File: src/rtl/fixed_point_pkg.sv
// Shared constants and helpers for the fixed-point arithmetic blocks
// (multiplier, and later the adder/MAC).
package fixed_point_pkg;

  localparam int unsigned ROUND_TRUNC   = 0;
  localparam int unsigned ROUND_HALF_UP = 1;

  // Largest representable two's-complement value of the given width, zero-extended to 64 bits.
  function automatic logic [63:0] fxp_max(int unsigned width);
    return (64'd1 << (width - 1)) - 64'd1;
  endfunction

  // Most negative representable value; its low 'width' bits are 100..0.
  function automatic logic [63:0] fxp_min(int unsigned width);
    return ~fxp_max(width);
  endfunction

endpackage

File: src/rtl/fixed_point_rescale.sv
// Combinational rescale of a 2*WIDTH signed product to WIDTH bits: round, shift, overflow
// detect, and clamp when FIXED_POINT_MUL_SAT_EN is defined (wrap otherwise).
module fixed_point_rescale
  import fixed_point_pkg::*;
#(
  parameter int unsigned WIDTH      = 8,
  parameter int unsigned FRAC_BITS  = 3,
  parameter int unsigned ROUND_MODE = ROUND_TRUNC
) (
  input  logic [2*WIDTH-1:0] product,
  output logic [WIDTH-1:0]   value,
  output logic               ovf
);

  localparam int unsigned PW = 2 * WIDTH;
  localparam logic [PW-1:0] RoundBias =
      (ROUND_MODE == ROUND_HALF_UP) ? (PW'(1) << (FRAC_BITS - 1)) : '0;

`ifdef FIXED_POINT_MUL_SAT_EN
  localparam logic [WIDTH-1:0] SatMax = WIDTH'(fxp_max(WIDTH));
  localparam logic [WIDTH-1:0] SatMin = WIDTH'(fxp_min(WIDTH));
`endif

  logic signed [PW-1:0] rounded;
  logic signed [PW-1:0] shifted;
  logic [WIDTH:0]       top_bits;

  always_comb begin
    rounded  = product + RoundBias;
    shifted  = rounded >>> FRAC_BITS;
    // Result fits in WIDTH bits only if every bit from the WIDTH sign bit upward agrees.
    top_bits = shifted[PW-1:WIDTH-1];
    ovf      = !((&top_bits) || !(|top_bits));
`ifdef FIXED_POINT_MUL_SAT_EN
    if (ovf) begin
      value = shifted[PW-1] ? SatMin : SatMax;
    end else begin
      value = shifted[WIDTH-1:0];
    end
`else
    value = shifted[WIDTH-1:0];
`endif
  end

endmodule

File: src/rtl/fixed_point_mul_pipe.sv
// Pipelined signed fixed-point multiplier with valid/ready on both sides and full backpressure.
// Saturation on overflow is enabled by defining FIXED_POINT_MUL_SAT_EN.
module fixed_point_mul_pipe
  import fixed_point_pkg::*;
#(
  parameter int unsigned WIDTH       = 8,
  parameter int unsigned FRAC_BITS   = 3,
  parameter int unsigned PIPE_STAGES = 2,
  parameter int unsigned ROUND_MODE  = ROUND_TRUNC
) (
  input  logic             CLK,
  input  logic             RSTN,
  input  logic [WIDTH-1:0] VALUE_A_IN,
  input  logic [WIDTH-1:0] VALUE_B_IN,
  input  logic             VALID_IN,
  output logic             READY_OUT,
  output logic [WIDTH-1:0] VALUE_OUT,
  output logic             OVF_OUT,
  output logic             VALID_OUT,
  input  logic             READY_IN
);

  localparam int unsigned PW       = 2 * WIDTH;
  localparam int          NumProd  = PIPE_STAGES - 1;

  logic                   adv;
  logic [PW-1:0]          a_ext;
  logic [PW-1:0]          b_ext;
  logic [PW-1:0]          product;
  logic [PW-1:0]          prod_q [NumProd];
  logic [PIPE_STAGES-1:0] valid_q;
  logic [WIDTH-1:0]       value_q;
  logic [WIDTH-1:0]       value_d;
  logic                   ovf_q;
  logic                   ovf_d;

  // The low 2*WIDTH bits of the product of sign-extended operands are the exact signed product.
  assign a_ext   = {{WIDTH{VALUE_A_IN[WIDTH-1]}}, VALUE_A_IN};
  assign b_ext   = {{WIDTH{VALUE_B_IN[WIDTH-1]}}, VALUE_B_IN};
  assign product = a_ext * b_ext;

  // The whole pipe moves in lockstep; any stall at the output freezes every stage.
  assign adv       = !valid_q[PIPE_STAGES-1] || READY_IN;
  assign READY_OUT = adv;

  fixed_point_rescale #(
    .WIDTH     (WIDTH),
    .FRAC_BITS (FRAC_BITS),
    .ROUND_MODE(ROUND_MODE)
  ) u_rescale (
    .product(prod_q[NumProd-1]),
    .value  (value_d),
    .ovf    (ovf_d)
  );

  always_ff @(posedge CLK) begin
    if (!RSTN) begin
      valid_q <= '0;
      for (int i = 0; i < NumProd; i++) begin
        prod_q[i] <= '0;
      end
      value_q <= '0;
      ovf_q   <= 1'b0;
    end else if (adv) begin
      valid_q   <= {valid_q[PIPE_STAGES-2:0], VALID_IN};
      prod_q[0] <= product;
      for (int i = 1; i < NumProd; i++) begin
        prod_q[i] <= prod_q[i-1];
      end
      value_q <= value_d;
      ovf_q   <= ovf_d;
    end
  end

  assign VALUE_OUT = value_q;
  assign OVF_OUT   = ovf_q;
  assign VALID_OUT = valid_q[PIPE_STAGES-1];

endmodule

File: config.mk
export PLATFORM = sky130hd
export DESIGN_NAME = fixed_point_mul_pipe
export DESIGN_NICKNAME = d
export VERILOG_FILES = /design/src/rtl/fixed_point_pkg.sv /design/src/rtl/fixed_point_rescale.sv /design/src/rtl/fixed_point_mul_pipe.sv
export SDC_FILE = /design/constraint.sdc
export NUM_CORES = 1
export LEC_CHECK = 0
export ABC_AREA = 1
export CAP_MARGIN = 20
export CORE_MARGIN = 10
export CORE_UTILIZATION = 55
export DETAILED_ROUTE_END_ITERATION = 8
export PLACE_DENSITY = 0.83
export RECOVER_POWER = 25
export SYNTH_ARGS = -nofsm -noshare
export SYNTH_HDL_FRONTEND = slang
export SYNTH_SLANG_ARGS = --single-unit
export TNS_END_PERCENT = 30
File: constraint.sdc
create_clock -name CLK -period 15.3 [get_ports CLK]
set_input_delay 4.59 -clock CLK [delete_from_list [all_inputs] [get_ports CLK]]
set_output_delay 4.59 -clock CLK [all_outputs]
set_load 0.01 [all_outputs]
======== Word-level counts from Yosys, hierarchy flattened ========
Memories as Yosys holds them, arrays and structs flattened.
Cells that the tools add are included.
operators by class
  multiply operators ...................... 1
  multiplexer cells ....................... 6
  reductions and logical operators ........ 8
operator list
  cell              number
  $mul 8x8->16      1
  $mux 16           1
  $reduce_or 16->1  1
  $reduce_and 6->1  1
  $reduce_or 6->1   1
  $mux 1            5
  $logic_not 1->1   3
  $logic_or 1x1->1  2
word-level totals
  memories ................................ 1
  bits in registers ....................... 11
  output and inout port bits .............. 11
  RAM bits ................................ 16
memories
  name    depth  bits a word  read ports  clocked after Yosys merged registers in  write ports  RTL line                    source
  prod_q  1      16           1           0                                        1            fixed_point_mul_pipe.sv:30  logic [PW-1:0] prod_q [NumProd];

======== Logic depth before layout (Yosys ltp) ========
  depth in word-level cells ............... 7
  gate-level depth with buffers ........... 21
  gate-level depth less buffers ........... 20

======== By module ========
From an unflattened synthesis, not the netlist that was laid out.
unflattened totals
  cell total of the unflattened synthesis .. 515
  area total of the unflattened synthesis .. 3,839.9 um2
by module, submodules not included
  module                times used  area an instance (um2)  cells an instance
  fixed_point_mul_pipe  1           3,728.6                 495
  fixed_point_rescale   1           111.4                   20

======== Worst setup path before layout ========
OpenSTA, ideal clock, no wires.
  path kind ............................... input to output
  start point ............................. in READY_IN
  end point ............................... out READY_OUT
  arrival ................................. 5.042 ns
  required time ........................... 10.710 ns
  setup slack ............................. 5.668 ns
  stages on the path ...................... 3
  path buffers ............................ 1
  cell sequence ........................... nor2_1 buf_2 inv_1
on the way
  word-level cells in the longest chain between the ends .. 1
ends and longest elaborated chain
  element           RTL line                    source
  from (decl)       fixed_point_mul_pipe.sv:20  input logic READY_IN
  $logic_or 1x1->1  fixed_point_mul_pipe.sv:43  assign adv = !valid_q[PIPE_STAGES-1] || READY_IN;
  to (decl)         fixed_point_mul_pipe.sv:16  output logic READY_OUT,
No other way between the ends.

======== Worst setup path in the final report ========
Ends and elaborated chain as after synthesis.

==> impl_metrics.py <==
metrics = {
    "placement": {
        "place.gp.congestion": 0.887,
        "place.port_buffers": 30,
        "dp_cells": 568,
        "dpl.hpwl_microns": 5800,
        "dp_slack_ps": 4570,
    },
    "die": {
        "core_sq_um": 6350,
        "initial_core_util_pct": 56.5,
        "die_area_sq_um": 10200,
        "die_h_microns": 101,
        "rows": 29,
        "num_io_pins": 31,
        "die_w_microns": 101,
    },
    "sta": {
        "tightest_slew_ps": 1230,
        "hold_violations": 0,
        "period_share_pct": 69.9,
        "rsz0062_at_grt": "no",
        "clock_skew_ps": 7.21,
        "slew_headroom_pct": 17.8,
        "setup_viol": 0,
        "slew_viol_final": 0,
        "fmax_mhz": 93.5,
        "hold_slack_ps": 445,
        "fin_tns_setup_ps": 0,
        "period_needed_ps": 10690,
        "worst_slack_ps": 4610,
    },
    "synth": {
        "syn_nets": 578,
        "synth_cells": 476,
        "synthTopCellsByArea": "fa_1 (31%), inv_1 (15%), nand2_1 (12%)",
        "synth.distinct_cells": 30,
        "ys_seq_elements": 24,
        "ys_seq_area_share_pct": 17.0,
        "syn-cell-area_sq_um": 3590,
        "synth_top_area_share_pct": 30.7,
        "yosys.area.top_type": "fa_1",
        "syn_area_per_cell_sq_um": 7.54,
        "ys_warn_count": 0,
    },
    "global_routing": {
        "grt_use_total_pct": 14.3,
        "grt_pass1_wl_microns": 12500,
        "antenna_found_initial": 0,
        "grt_pass1_vias": 2967,
        "overflow": 0,
        "grt_max_degree": 21,
    },
    "worst_hold_path": {
        "min_from": "prod_q[0][8]",
        "worstHoldEndpoint": "VALUE_OUT[5]",
        "whs_path_depth": 2,
        "min_path_type": "reg2reg",
    },
    "critical_path": {
        "cp-end-kind": "output port",
        "cp.arrival_ps": 6100,
        "r2r-start": "valid_q[1]",
        "path_max_fanout": 12,
        "r2r_cells": 6,
        "worstSetupPathType": "in2out",
        "start_kind": "input port",
        "rrSetupSlack_ps": 13070,
        "r2r-end": "prod_q[0][11]",
        "critPathRequiredTime_ps": 10710,
    },
    "final_layout": {
        "antenna_cells": 0,
        "fin_cells": 572,
        "drive_gt1_share_pct": 4.04,
        "final_util_pct": 62.7,
        "fin_nets": 598,
        "area_growth_pct": 10.9,
        "final_cell_mix": "inv_1 (147), nand2_1 (116), fa_1 (55)",
        "final_common_cell": "inv_1",
    },
    "cts": {
        "clkLatencyLatePin_ps": 260,
        "htree_levels": 1,
        "cts_hold_buf": 0,
        "cts_tree": "done",
        "cts_resized": 0,
        "cts_setup_buffers": 0,
        "cts_buffers": 3,
        "cts_max_path_buffers": 2,
        "cts_num_sinks": 24,
        "worst_setup_hold_path_clk_slew_ps": 90,
        "cts_root_buf": "clkbuf_8",
    },
    "power_and_ir_drop": {
        "ir_drop_uv": 107,
        "p_leak_nw": 2.37,
        "power.density_nw_per_um2": 137,
    },
    "flow_run": {
        "cap_violations": 0,
    },
    "drt": {
        "drtAntennaViolNets": 0,
        "drt_first_pass_iters": 4,
        "wire_per_inst_microns": 11.6,
        "viasPerCell": 4.89,
        "drt_iter0_markers": 122,
        "vias": 2798,
        "totalWireLength_microns": 6620,
        "drcViolationCount": 0,
    },
    "status": {
        "status": "finished clean",
    },
}
[metrics by stage]
step                instance area, sq um  power (mW)
detailed placement                  3920       0.504
floorplan                           3590       0.419
finish                              3980       0.546
global route                        3980       0.630
CTS                                 3980       0.553
global placement                    3920       0.488
[critical path: stages]
cell and delay (ps):
clkdlybuf4s50_1 390, nor2_1 530, inv_1 90, clkdlybuf4s50_1 500
[routing by layer]
metal	GRT usage [%]	wire, microns
met1	17.1	2730
met2	26.7	3470
met3	1.78	292
met4	2.72	129
met5	0	0
[worst max-delay path by stage]
stage / depth (start not counted) / startpoint / to
floorplan: 3 / READY_IN / READY_OUT
global route: 4 / READY_IN / READY_OUT
global placement: 4 / READY_IN / READY_OUT
CTS: 4 / READY_IN / READY_OUT
finish: 4 / READY_IN / READY_OUT
detailed placement: 4 / READY_IN / READY_OUT
[state kept, by name (all words and copies together) (netlist names)]
| register | flops |
|---|---|
| prod_q | 13 |
| VALUE_OUT | 8 |
| valid_q | 2 |
| OVF_OUT | 1 |
[logic make-up after synthesis]
| group | after synthesis | synth area share, % |
|---|---|---|
| flops | 24 | 17.0 |
| simple gates | 177 | 20.4 |
| compound gates | 26 | 4.67 |
| fa+ha+maj | 82 | 40.1 |
| buf+inv | 167 | 17.8 |
[Yosys cell counts, drive strengths merged]
cell,number
a21o,2
a21oi,12
a31oi,1
and3,1
buf,4
clkbuf,11
dfxtp,11
edfxtp,13
fa,55
ha,27
inv,152
nand2,119
nand3,24
nand4,1
nor2,29
nor3,1
nor4,1
o211ai,1
o21a,1
o21ai,7
o21bai,1
o31ai,1
or2,1
[power by group]
part	internal (mW)	switching (mW)
sequential	0.0947	0.00738
combinational	0.154	0.242
clock	0.0284	0.0200
[layout make-up]
type | count | area (sq um)
inverters | 152 | 571
multi-input cells | 285 | 2340
fillers | 555 | 2370
clock buffers | 4 | 66.3
repair buffers | 30 | 300
flip-flops and latches | 24 | 611
well taps | 77 | 96.3
(Power assumes the default switching activity.)
==> RTL change (same flow settings) <==
Change the parameter `PIPE_STAGES` from 2 to 4.
--- a/src/rtl/fixed_point_mul_pipe.sv
+++ b/src/rtl/fixed_point_mul_pipe.sv
@@ -6,5 +6,5 @@
   parameter int unsigned WIDTH       = 8,
   parameter int unsigned FRAC_BITS   = 3,
-  parameter int unsigned PIPE_STAGES = 2,
+  parameter int unsigned PIPE_STAGES = 4,
   parameter int unsigned ROUND_MODE  = ROUND_TRUNC
 ) (
Check against the original RTL: not equivalent (Yosys sat finds a counterexample within 4 cycles, from zero or initial values and one cycle with RSTN low).
==> RTL change against the original RTL <==
  * The flow now finishes with violations (max-capacitance violations, max-slew violations)
  * Combinational power increased by 1%
  * Sequential cell count increased by 28
  * Synthesized area increased by 29%
  * Non-clock buffer count increased by 1
  * Wire length increased by 20%
  * Global-route usage decreased by 0.49 points
  * Setup slack got worse by 3.6 ps
  * Power increased by 24%
  * Count of clock-buffer cells in the layout increased by 1
  * Cell area increased by 28%
  * Largest cell class unchanged
  * Largest power group unchanged
  * Highest routed layer unchanged
==> RTL change: results <==
[synthesis]
netlist_top_cells_area = edfxtp_1 (25%), fa_1 (24%), inv_1 (14%)
seq_area_frac_synth_pct = 30.9
syn-num-nets = 664
synthDistinctLibCells = 32
postSynthCellCount = 562
synth_edf_count = 39
synthTopCellsByCount = inv_1 (177), nand2_1 (116), fa_1 (55), nor2_1 (53), edfxtp_1 (39)

[layout]
largest_register_ffs = 39
n_all_inverters = 180
buffers = 31
register_area_um2 = 1430
multi_input_area_um2 = 2450
fillers = 665
layout.nonclk_buf_share_pct = 5.98
layout-drive-gt1-share_pct = 3.77
multi_input_comb_cells = 313
nets = 685
clk_share_pct = 1.80

[sta]
clock-skew-final_ps = 7.55
slew_violations = 44
slew_headroom_pct = -47.0

[run_status]
violations = max-capacitance violations, max-slew violations
status = complete, but fails checks

[routing]
avgViaCountPerCell = 4.85
drt_iter0_drc = 191
wire_per_inst_um = 11.5
vias = 3343

[grt]
grt_pass1_vias = 3519
grt_max_degree = 44
grt_pass1_wl_um = 14900
grt_use_met1_pct = 16.1
use_met3_pct = 2.15

[place]
gp_congestion = 0.881
place_ws_ps = 4510
placedCellCount = 681
dp_hpwl_um = 6510

[power]
leakagePower_nw = 2.83
peakVddDrop_uv = 96.5

[worst_setup_path]
worstPathArrival_ps = 6110

[flow_run]
maxCapViolCount = 1

[clock_network]
cts_buffers = 5
-- RTL change: cell count changes after synthesis, moves of 2 or more --
| cell | unedited run | this run |
|---|---|---|
| dfxtp_1 | 11 | 13 |
| o21ai_1 | 4 | 2 |
| edfxtp_1 | 13 | 39 |
| inv_2 | 5 | 3 |
| o22ai_1 | 0 | 2 |
| inv_1 | 147 | 177 |
| nor2_1 | 27 | 53 |
-- RTL change: metrics by stage --
stage	cell area, um2	total power, W
2_1_floorplan	4640	0.000524
3_3_place_gp	5000	0.000587
3_5_place_dp	5000	0.000606
4_1_cts	5090	0.000686
5_1_grt	5080	0.000769
6_report	5080	0.000677
-- RTL change: tightest hold or removal path, stage by stage, from the launching register on --
cell and delay [ps]:
edfxtp_1 330, nand2_1 50, nand2_1 40
-- RTL change: path summary, 6_finish.rpt --
path                                     from  slack, ps            to
worst min-delay path            prod_q[0][38]        440  VALUE_OUT[3]
worst min register to register  prod_q[0][38]        440  VALUE_OUT[3]
worst max-delay path                 READY_IN       4600     READY_OUT
worst max register to register     valid_q[3]      12610  prod_q[0][8]
-- RTL change: per-layer routing --
layer,vias to the layer above,routed length (um)
li1,1672,-
met2,70,4230
met4,0,129
met5,-,0
met3,13,325
met1,1588,3270
-- RTL change: cell families (layout without fill, tap and decap cells) --
kind of cell | count (synthesis) | count (layout) | synth area share [%]
AND/OR/NAND/NOR | 203 | 203 | 18.0
adder cells (fa/ha/maj) | 82 | 82 | 31.0
buffers and inverters | 197 | 219 | 16.1
flip-flops | 52 | 52 | 30.9
AO/OA/AOI/OAI | 28 | 28 | 3.94
-- RTL change: power by group --
group	switching (W)	internal, W
clock network	0.0000464	0.0000328
logic	0.000246	0.000155
registers	0.00000784	0.000189
